**config.mk**
```make
export PLATFORM = sky130hd
export DESIGN_NAME = act_buf_arbiter
export DESIGN_NICKNAME = d
export VERILOG_FILES = /design/src/rtl/act_buf_arbiter.sv
export SDC_FILE = /design/constraint.sdc
export NUM_CORES = 1
export LEC_CHECK = 0
export ABC_CLOCK_PERIOD_IN_PS = 3100
export CAP_MARGIN = 20
export CORE_AREA = 4 4 623 625
export DETAILED_ROUTE_END_ITERATION = 6
export DIE_AREA = 0 0 627 629
export SLEW_MARGIN = 10
export SYNTH_ARGS = -nofsm -noshare
export SYNTH_HDL_FRONTEND = slang
export SYNTH_SLANG_ARGS = --single-unit
```
**constraint.sdc**
```tcl
create_clock -name clk -period 3.1 [get_ports clk]
set_input_delay 0.62 -clock clk [delete_from_list [all_inputs] [get_ports clk]]
set_output_delay 0.62 -clock clk [all_outputs]
set_load 0.05 [all_outputs]
```
**src/rtl/act_buf_arbiter.sv**
```systemverilog
// Round-robin arbiter giving numReq requesters the one activation-buffer SRAM port; grant and issue are combinational, read data returns one cycle after issue.
// Backpressure: only the granted requester sees ready; a locked owner blocks everyone else even while it idles; responses cannot be stalled.
module act_buf_arbiter #(
  parameter int numReq    = 3,
  parameter int addrWidth = 18,
  parameter int dataWidth = 256,
  parameter int maxBurst  = 16
) (
  input  logic                          clk,
  input  logic                          nrst,
  input  logic [numReq-1:0]             req_valid_i,
  output logic [numReq-1:0]             req_ready_o,
  input  logic [numReq-1:0]             req_we_i,
  input  logic [numReq-1:0]             req_lock_i,
  input  logic [numReq*addrWidth-1:0]   req_addr_i,
  input  logic [numReq*dataWidth-1:0]   req_wdata_i,
  output logic [numReq-1:0]             rsp_valid_o,
  output logic [dataWidth-1:0]          rsp_data_o,
  output logic                          mem_en_o,
  output logic                          mem_we_o,
  output logic [addrWidth-1:0]          mem_addr_o,
  output logic [dataWidth-1:0]          mem_wdata_o,
  input  logic [dataWidth-1:0]          mem_rdata_i,
  output logic                          locked_o
);

  localparam int IdW  = $clog2(numReq);
  localparam int CntW = $clog2(maxBurst) + 1;

  typedef enum logic {ST_IDLE, ST_LOCKED} state_e;

  state_e            state_q, state_d;
  logic [IdW-1:0]    rr_ptr_q, rr_ptr_d;
  logic [IdW-1:0]    own_id_q, own_id_d;
  logic [IdW-1:0]    rsp_id_q, rsp_id_d;
  logic [CntW-1:0]   beat_cnt_q, beat_cnt_d;
  logic              rsp_pend_q, rsp_pend_d;

  logic              gnt_vld;
  logic [IdW-1:0]    gnt_id;
  logic [IdW-1:0]    gnt_nxt;
  logic [numReq-1:0] gnt_oh;
  logic              gnt_we;
  logic              gnt_lock;
  logic [CntW-1:0]   beat_inc;
  int                scan_sum;

  // Scan from the highest offset down so the lowest offset from rr_ptr_q wins.
  always_comb begin
    gnt_vld  = 1'b0;
    gnt_id   = '0;
    scan_sum = 0;
    if (state_q == ST_LOCKED) begin
      gnt_vld = req_valid_i[own_id_q];
      gnt_id  = own_id_q;
    end else begin
      for (int k = numReq - 1; k >= 0; k--) begin
        scan_sum = int'(rr_ptr_q) + k;
        if (scan_sum >= numReq) begin
          scan_sum = scan_sum - numReq;
        end
        if (req_valid_i[IdW'(scan_sum)]) begin
          gnt_vld = 1'b1;
          gnt_id  = IdW'(scan_sum);
        end
      end
    end
    // Nothing is accepted while reset is held, so outputs sit at reset values.
    gnt_vld = gnt_vld & nrst;
  end

  assign gnt_oh   = gnt_vld ? (numReq'(1) << gnt_id) : '0;
  assign gnt_we   = req_we_i[gnt_id];
  assign gnt_lock = req_lock_i[gnt_id];
  assign gnt_nxt  = (gnt_id == IdW'(numReq - 1)) ? '0 : gnt_id + 1'b1;
  assign beat_inc = beat_cnt_q + 1'b1;

  assign req_ready_o = gnt_oh;
  assign mem_en_o    = gnt_vld;

  always_comb begin
    mem_we_o    = 1'b0;
    mem_addr_o  = '0;
    mem_wdata_o = '0;
    for (int i = 0; i < numReq; i++) begin
      if (gnt_oh[i]) begin
        mem_we_o    = req_we_i[i];
        mem_addr_o  = req_addr_i[i*addrWidth +: addrWidth];
        mem_wdata_o = req_wdata_i[i*dataWidth +: dataWidth];
      end
    end
  end

  always_comb begin
    state_d    = state_q;
    rr_ptr_d   = rr_ptr_q;
    own_id_d   = own_id_q;
    beat_cnt_d = beat_cnt_q;
    rsp_pend_d = gnt_vld & ~gnt_we;
    rsp_id_d   = gnt_vld ? gnt_id : rsp_id_q;
    if (gnt_vld) begin
      if (state_q == ST_IDLE) begin
        if (gnt_lock) begin
          state_d    = ST_LOCKED;
          own_id_d   = gnt_id;
          beat_cnt_d = CntW'(1);
        end else begin
          rr_ptr_d = gnt_nxt;
        end
      end else begin
        beat_cnt_d = beat_inc;
        // The beat that reaches maxBurst releases even if lock is still asserted.
        if (!gnt_lock || beat_inc == CntW'(maxBurst)) begin
          state_d    = ST_IDLE;
          rr_ptr_d   = gnt_nxt;
          beat_cnt_d = '0;
        end
      end
    end
  end

  always_ff @(posedge clk or negedge nrst) begin
    if (!nrst) begin
      state_q    <= ST_IDLE;
      rr_ptr_q   <= '0;
      own_id_q   <= '0;
      rsp_id_q   <= '0;
      beat_cnt_q <= '0;
      rsp_pend_q <= 1'b0;
    end else begin
      state_q    <= state_d;
      rr_ptr_q   <= rr_ptr_d;
      own_id_q   <= own_id_d;
      rsp_id_q   <= rsp_id_d;
      beat_cnt_q <= beat_cnt_d;
      rsp_pend_q <= rsp_pend_d;
    end
  end

  assign locked_o    = (state_q == ST_LOCKED);
  assign rsp_valid_o = rsp_pend_q ? (numReq'(1) << rsp_id_q) : '0;
  assign rsp_data_o  = rsp_pend_q ? mem_rdata_i : '0;

  a_ready_onehot : assert property (@(posedge clk) disable iff (!nrst) $onehot0(req_ready_o));
  a_en_matches   : assert property (@(posedge clk) disable iff (!nrst) mem_en_o == (|req_ready_o));

endmodule

```
---- Yosys cells after proc, flatten, opt, wreduce, memory -nomap -nowiden ----
Cells that the tools add are included.
storage, ports and cells
  flip-flop bits (word level) ............. 13
  ROM bits ................................ 0
  RAM bits ................................ 0
  bits in latches ......................... 0
  logic and storage cells ................. 88
  output and inout port bits .............. 539
  bits of input ports ..................... 1089
  memories ................................ 0
operators by class
  eq/ne operators ......................... 4
  magnitude comparators ................... 8
  $add $sub $neg .......................... 7
  reductions and logical operators ........ 6
  divide/modulo/power cells ............... 0
  multipliers ............................. 0
  shifts and indexed selects .............. 2
  bitwise operators ....................... 4
  mux-type cells .......................... 51
operators by type and width
  cell                                                         number
  two-way mux 256 bit                                          4
  two-way mux 18 bit                                           3
  two-way mux 2 bit                                            14
  two-way mux 1 bit                                            19
  two-way mux 5 bit                                            3
  binary-select mux 1 bit (select 2 bit)                       6
  less-than comparator 2 x 4 -> 1 bit (second input constant)  3
  >= comparator 3 x 2 -> 1 bit (second input constant)         2
  less-than comparator 2 x 3 -> 1 bit (second input constant)  2
  two-way mux 3 bit                                            2
  AND reduction 3 bit                                          2
  << shifter 1 x 2 -> 3 bit (first input constant)             2
  subtractor 2 bit (second input constant)                     3
  adder 5 x 1 -> 5 bit (second input constant)                 1
  equality test 5 bit (second input constant)                  1
  adder 2 x 1 -> 3 bit (second input constant)                 1
  adder 2 x 2 -> 3 bit (second input constant)                 1
  adder 2 x 1 -> 2 bit (second input constant)                 1
  bitwise AND 1 bit                                            2
  equality test 2 bit (second input constant)                  1
  >= comparator 2 bit (second input constant)                  1
  inequality test 2 x 1 -> 1 bit (second input constant)       1
  inequality test 2 bit (second input constant)                1
  inverter 1 bit                                               2
  4 further kinds                                              4

---- Depth between registers and ports, before layout ----
  word-level depth ........................ 17
  depth in mapped cells ................... 15
  mapped depth without buffers ............ 9

---- Least setup slack after synthesis ----
No wires, ideal clock.
  path type ............................... register to output
  start point ............................. register rr_ptr_q[0]
  end point ............................... output mem_addr_o[10]
  data arrival time ....................... 3.316 ns
  stages on the path, launching flop included .. 13
  path buffers ............................ 3
  required time ........................... 2.480 ns
  slack ................................... -0.836 ns
  cell sequence ........................... dfrtp_1 -> inv_1 -> ha_1 -> buf_4 -> a21bo_2 -> a32oi_1 -> o221a_2 -> buf_6 -> nand2b_1 -> nor2_2 -> buf_2 -> a22oi_1 -> o21ai_0
between the ends
  elaborated cells on any way between the ends .. 37
  classes of those cells .................. 5 x add/sub; 3 x order compare; 1 x shift; 27 x mux; 1 x bitwise
RTL lines
  what                                                                     line    text
  from (decl)                                                              33      logic [IdW-1:0] rr_ptr_q, rr_ptr_d;
  from (signal assigned)                                                   132     rr_ptr_q <= rr_ptr_d;
  adder 2 x 2 -> 3 bit                                                     58      scan_sum = int'(rr_ptr_q) + k;
  >= comparator 3 x 2 -> 1 bit / subtractor 2 bit (equally long branches)  59, 60
  two-way mux 2 bit                                                        59      if (scan_sum >= numReq) begin
  two-way mux 2 bit                                                        53      if (state_q == ST_LOCKED) begin
  binary-select mux 1 bit (select 2 bit)                                   62      if (req_valid_i[IdW'(scan_sum)]) begin
  two-way mux 1 bit (implied by the code) (2 in a row)                     62
  two-way mux 1 bit (2 in a row)                                           62
  two-way mux 1 bit (*)                                                    62
  two-way mux 1 bit (*)                                                    53
  bitwise AND 1 bit (*)                                                    69      gnt_vld = gnt_vld & nrst;
  named net mem_en_o                                                       19      output logic mem_en_o,
  two-way mux 3 bit (*)                                                    72      assign gnt_oh = gnt_vld ? (numReq'(1) << gnt_id) : '0;
  named net req_ready_o[1]                                                 12      output logic [numReq-1:0] req_ready_o,
  two-way mux 18 bit (*) (2 in a row)                                      86      if (gnt_oh[i]) begin
  to (decl)                                                                21      output logic [addrWidth-1:0] mem_addr_o,
Mark *: on every way through the listed nets, which the timed path passes. The rest lies on a longest branch. The select of a mux whose other input is x is not followed.

---- Worst setup path in the final report ----
  start point ............................. register rr_ptr_q[0]
  end point ............................... output mem_wdata_o[113]
between the ends
  cells in the longest elaborated chain, start to end .. 16
  elaborated cells on any way between the ends .. 37
  classes of those cells .................. 5 x add/sub; 3 x order compare; 1 x shift; 27 x mux; 1 x bitwise
ends and longest elaborated chain
  what                                                                        line    text
  adder 2 x 2 -> 3 bit                                                        58
  >= comparator 3 x 2 -> 1 bit / subtractor 2 bit (equally long branches)     59, 60
  two-way mux 2 bit                                                           59
  two-way mux 2 bit                                                           53
  binary-select mux 1 bit (select 2 bit)                                      62
  two-way mux 1 bit (implied by the code) (2 in a row)                        62
  two-way mux 2 bit / two-way mux 1 bit (equally long branches) (3 in a row)  62
  two-way mux 2 bit / two-way mux 1 bit (equally long branches)               53
  << shifter 1 x 2 -> 3 bit / bitwise AND 1 bit (equally long branches)       72, 69
  two-way mux 3 bit (*)                                                       72
  two-way mux 256 bit (2 in a row)                                            86
  two-way mux 256 bit (*)                                                     86
  to (decl)                                                                   22      output logic [dataWidth-1:0] mem_wdata_o,
Every way passes the cells marked *; elsewhere a longest branch is shown, timed or not. The select of a mux whose other input is x is not followed.

==> impl_metrics.csv <==
group,metric,value,unit
timing,rsz0062_at_grt,"true",
drt,drt_pass1_iterations,5,
power,powerDensity,1106,nW/µm²
floorplan,die_x,627,µm
clocking,holdBufCountCts,0,
hold_path,min_delay_path_depth,1,
timing,finalWorstSetupSlack,-0.9360,ns
power,p_leak,14.15,nW
global_routing,grt_pass1_vias,20480,
clocking,clk_latency,0.24,ns
power,p_total,47.28,mW
synthesis,post_synth_inst_count,1367,
power,ir_worst_vdd,562.2,µV
floorplan,std_cell_rows,227,
finish,fin_area,42730,µm²
placement,dpl.cell_count,8125,
run,cap_violations,0,
timing,final_hold_viol_count,0,
drt,avgViaCountPerCell,2.765,
hold_path,min-delay-path-class,"reg -> reg",
synthesis,yosysSeqAreaShare,4.029,%
clocking,cts_tree,"done",
drt,final_antenna_net_count,0,
outcome,status,"finished with violations",
finish,layout.cells.non_filler,8354,
drt,drt-total-wl,430200,µm
timing,fin_skew,0.005760,ns
synthesis,netlist_area,8075,µm²
finish,register_area,329.1,µm²
placement,hpwl,406600,µm
synthesis,synth_edf_count,0,
timing,fmax,0.2478,GHz
setup_path,reg2regPathDepth,13,
clocking,path_clk_slew,0.05,ns
setup_path,arrival,3.42,ns
timing,worstMarginPinSlew,0.6259,ns
clocking,cts_max_level,1,
timing,finalCriticalPeriod,4.036,ns
placement,dp_slack,-1.855,ns
timing,setup_viol,278,
timing,worst_hold_slack,0.5591,ns
floorplan,die-area,394400,µm²
timing,post-route-period-util,130.2,%
floorplan,io-pin-count,1628,
clocking,cts-root-buf,"clkbuf_16",
synthesis,synth_async_sr_flop_share,100.0,%
floorplan,core_area,382000,µm²
synthesis,syn-num-nets,2460,
setup_path,required,2.48,ns
global_routing,grt_pass1_wl,468600,µm
drt,vias,23100,
clocking,cts_buffers,3,
synthesis,synthDistinctLibCells,53,
clocking,cts_buffer_depth,2,
global_routing,grt_max_degree,70,
floorplan,initial_core_util,2.114,%
setup_path,endpoint_kind,"primary output",
setup_path,start_kind,"register",
timing,relSlewSlack,58.28,%
placement,gp_congestion,0.9832,
finish,multi_input_area,10800,µm²
floorplan,fp.dieH,629,µm
outcome,violations,"negative setup slack",
synthesis,ys_seq_elements,13,
placement,place_area,38180,µm²
global_routing,antenna_found_initial,675,
synthesis,synth_area_per_cell,5.907,µm²
timing,maxSlewViolCount,0,
finish,area_growth,429.2,%
finish,nNetsFinal,4302,
drt,drc,0,
setup_path,worst-path-max-fanout,11,
global_routing,track_usage,20.58,%
finish,drive_gt1_share,46.51,%
drt,drtIter0Drc,1689,
drt,avgRoutedWirePerCell,51.49,µm
finish,n_fill_cell,43620,
synthesis,yosys_warnings,0,
clocking,cts_sinks,13,
placement,port_buffers,1627,
setup_path,crit_type,"reg -> out",
global_routing,grt.overflow.total,0,
synthesis,synth_flop_cell,"dfrtp_1",
==> synthesized netlist by cell type (3+ instances only) <==
cell / number / area [µm²]
a21oi_1: 6 / 30.03
a22o_1: 3 / 26.28
a22oi_1: 275 / 2064
and2_1: 258 / 1614
buf_2: 63 / 315.3
buf_4: 8 / 60.06
buf_6: 19 / 214.0
clkbuf_1: 61 / 229.0
dfrtp_1: 13 / 325.3
ha_1: 4 / 50.05
inv_1: 8 / 30.03
mux2_2: 5 / 56.30
mux2i_1: 4 / 40.04
nand2_1: 288 / 1081
nand2b_1: 6 / 37.54
nand3_1: 3 / 15.01
nor2_1: 9 / 33.78
nor2b_1: 3 / 18.77
o21a_1: 4 / 30.03
o21ai_0: 26 / 130.1
o21ai_1: 255 / 1276
o22ai_1: 5 / 31.28
==> per-layer routing <==
layer / up-vias / wire, µm / global-route usage, % / part of all wire, %
li1: 8766 / - / - / -
met1: 10550 / 161800 / 22.97 / 38
met2: 2310 / 194700 / 34.00 / 45
met3: 1159 / 57730 / 12.05 / 13
met4: 314 / 13800 / 3.526 / 3.2
met5: - / 2079 / 0 / 0.48
==> where the power goes <==
part / internal, mW / switching (mW) / total [mW]
logic: 18.4 / 28.2 / 46.7
clock network: 0.173 / 0.0706 / 0.244
registers: 0.238 / 0.135 / 0.373
total: 18.8 / 28.5 / 47.3
==> area by class of cell <==
class,count,area share (%)
inverter,8,0.07027
timing repair buffer,1993,58.31
sequential,13,0.7701
multi-input combinational,1190,25.28
tap,5038,14.75
clock buffer,4,0.1845
antenna,108,0.6324
==> timing repair <==
action                                 CTS  global route
endpoints found under the hold margin    0             0
setup buffers                           15            74
resized for setup                      168           372
pin swaps                               22           123
cloned                                   6            33
setup endpoints to repair              278           278
==> critical path: stages (launching register included) <==
cell     delay [ns]
dfrtp_1        0.41
buf_6          0.14
ha_4           0.19
buf_6          0.14
buf_4          0.14
o22a_1         0.18
a211o_1        0.33
nand3_4        0.14
nor2_4         0.05
buf_12         0.13
buf_16         0.15
buf_16         0.21
a22oi_2        0.49
o21ai_4        0.17
buf_12         0.19
==> cells by family (layout without fill, tap and decap cells) <==
family	count (synthesis)	count (layout)	share of synthesized area [%]
multiplexers	9	9	1.193
buffers and inverters	164	2005	11.03
other	0	108	0
flip-flops	13	13	4.028
AO/OA/AOI/OAI	592	592	46.48
AND/OR/NAND/NOR	585	585	36.64
adder cells (fa/ha/maj)	4	4	0.6198
==> cells in the final DEF (no fill, tap or decap), drive strengths merged, types with 5 or more instances in the layout <==
master         netlist  layout
nand2b               6       6
clkbuf              62      36
clkdlybuf4s50        0    1087
inv                  8       8
mux2                 5       5
nor2                12      12
buf                 94     873
o22ai                5       5
and2               258     258
nand2              288     288
o21ai              281     281
dfrtp               13      13
a21oi                7       7
a22oi              275     275
diode                0     108
==> registers in the layout (all words and copies together) (netlist names) <==
name and count:
beat_cnt_q 5, own_id_q 2, rr_ptr_q 2, rsp_id_q 2, locked_o 1, rsp_pend_q 1
==> worst paths after layout <==
path | start | end | slack (ns)
max | rr_ptr_q[0]$_DFFE_PN0P_ | mem_wdata_o[113] | -0.94
min | rsp_id_q[0]$_DFFE_PN0P_ | rsp_id_q[0]$_DFFE_PN0P_ | 0.56
max reg2reg | rr_ptr_q[0]$_DFFE_PN0P_ | own_id_q[0]$_DFFE_PN0P_ | 0.31
min reg2reg | rsp_id_q[0]$_DFFE_PN0P_ | rsp_id_q[0]$_DFFE_PN0P_ | 0.56
max in group asynchronous | nrst | rsp_pend_q$_DFF_PN0_ | 2.06
min in group asynchronous | nrst | own_id_q[0]$_DFFE_PN0P_ | 0.83
==> per-stage QoR <==
stage               utilization [%]  TNS [ns]
floorplan                         -    -46.44
global placement              9.993   -341.27
detailed placement            9.996   -325.17
CTS                           10.31   -236.78
global route                  11.14   -234.38
finish                        11.19   -212.14
Note: power is estimated with default switching activity, not from simulation.
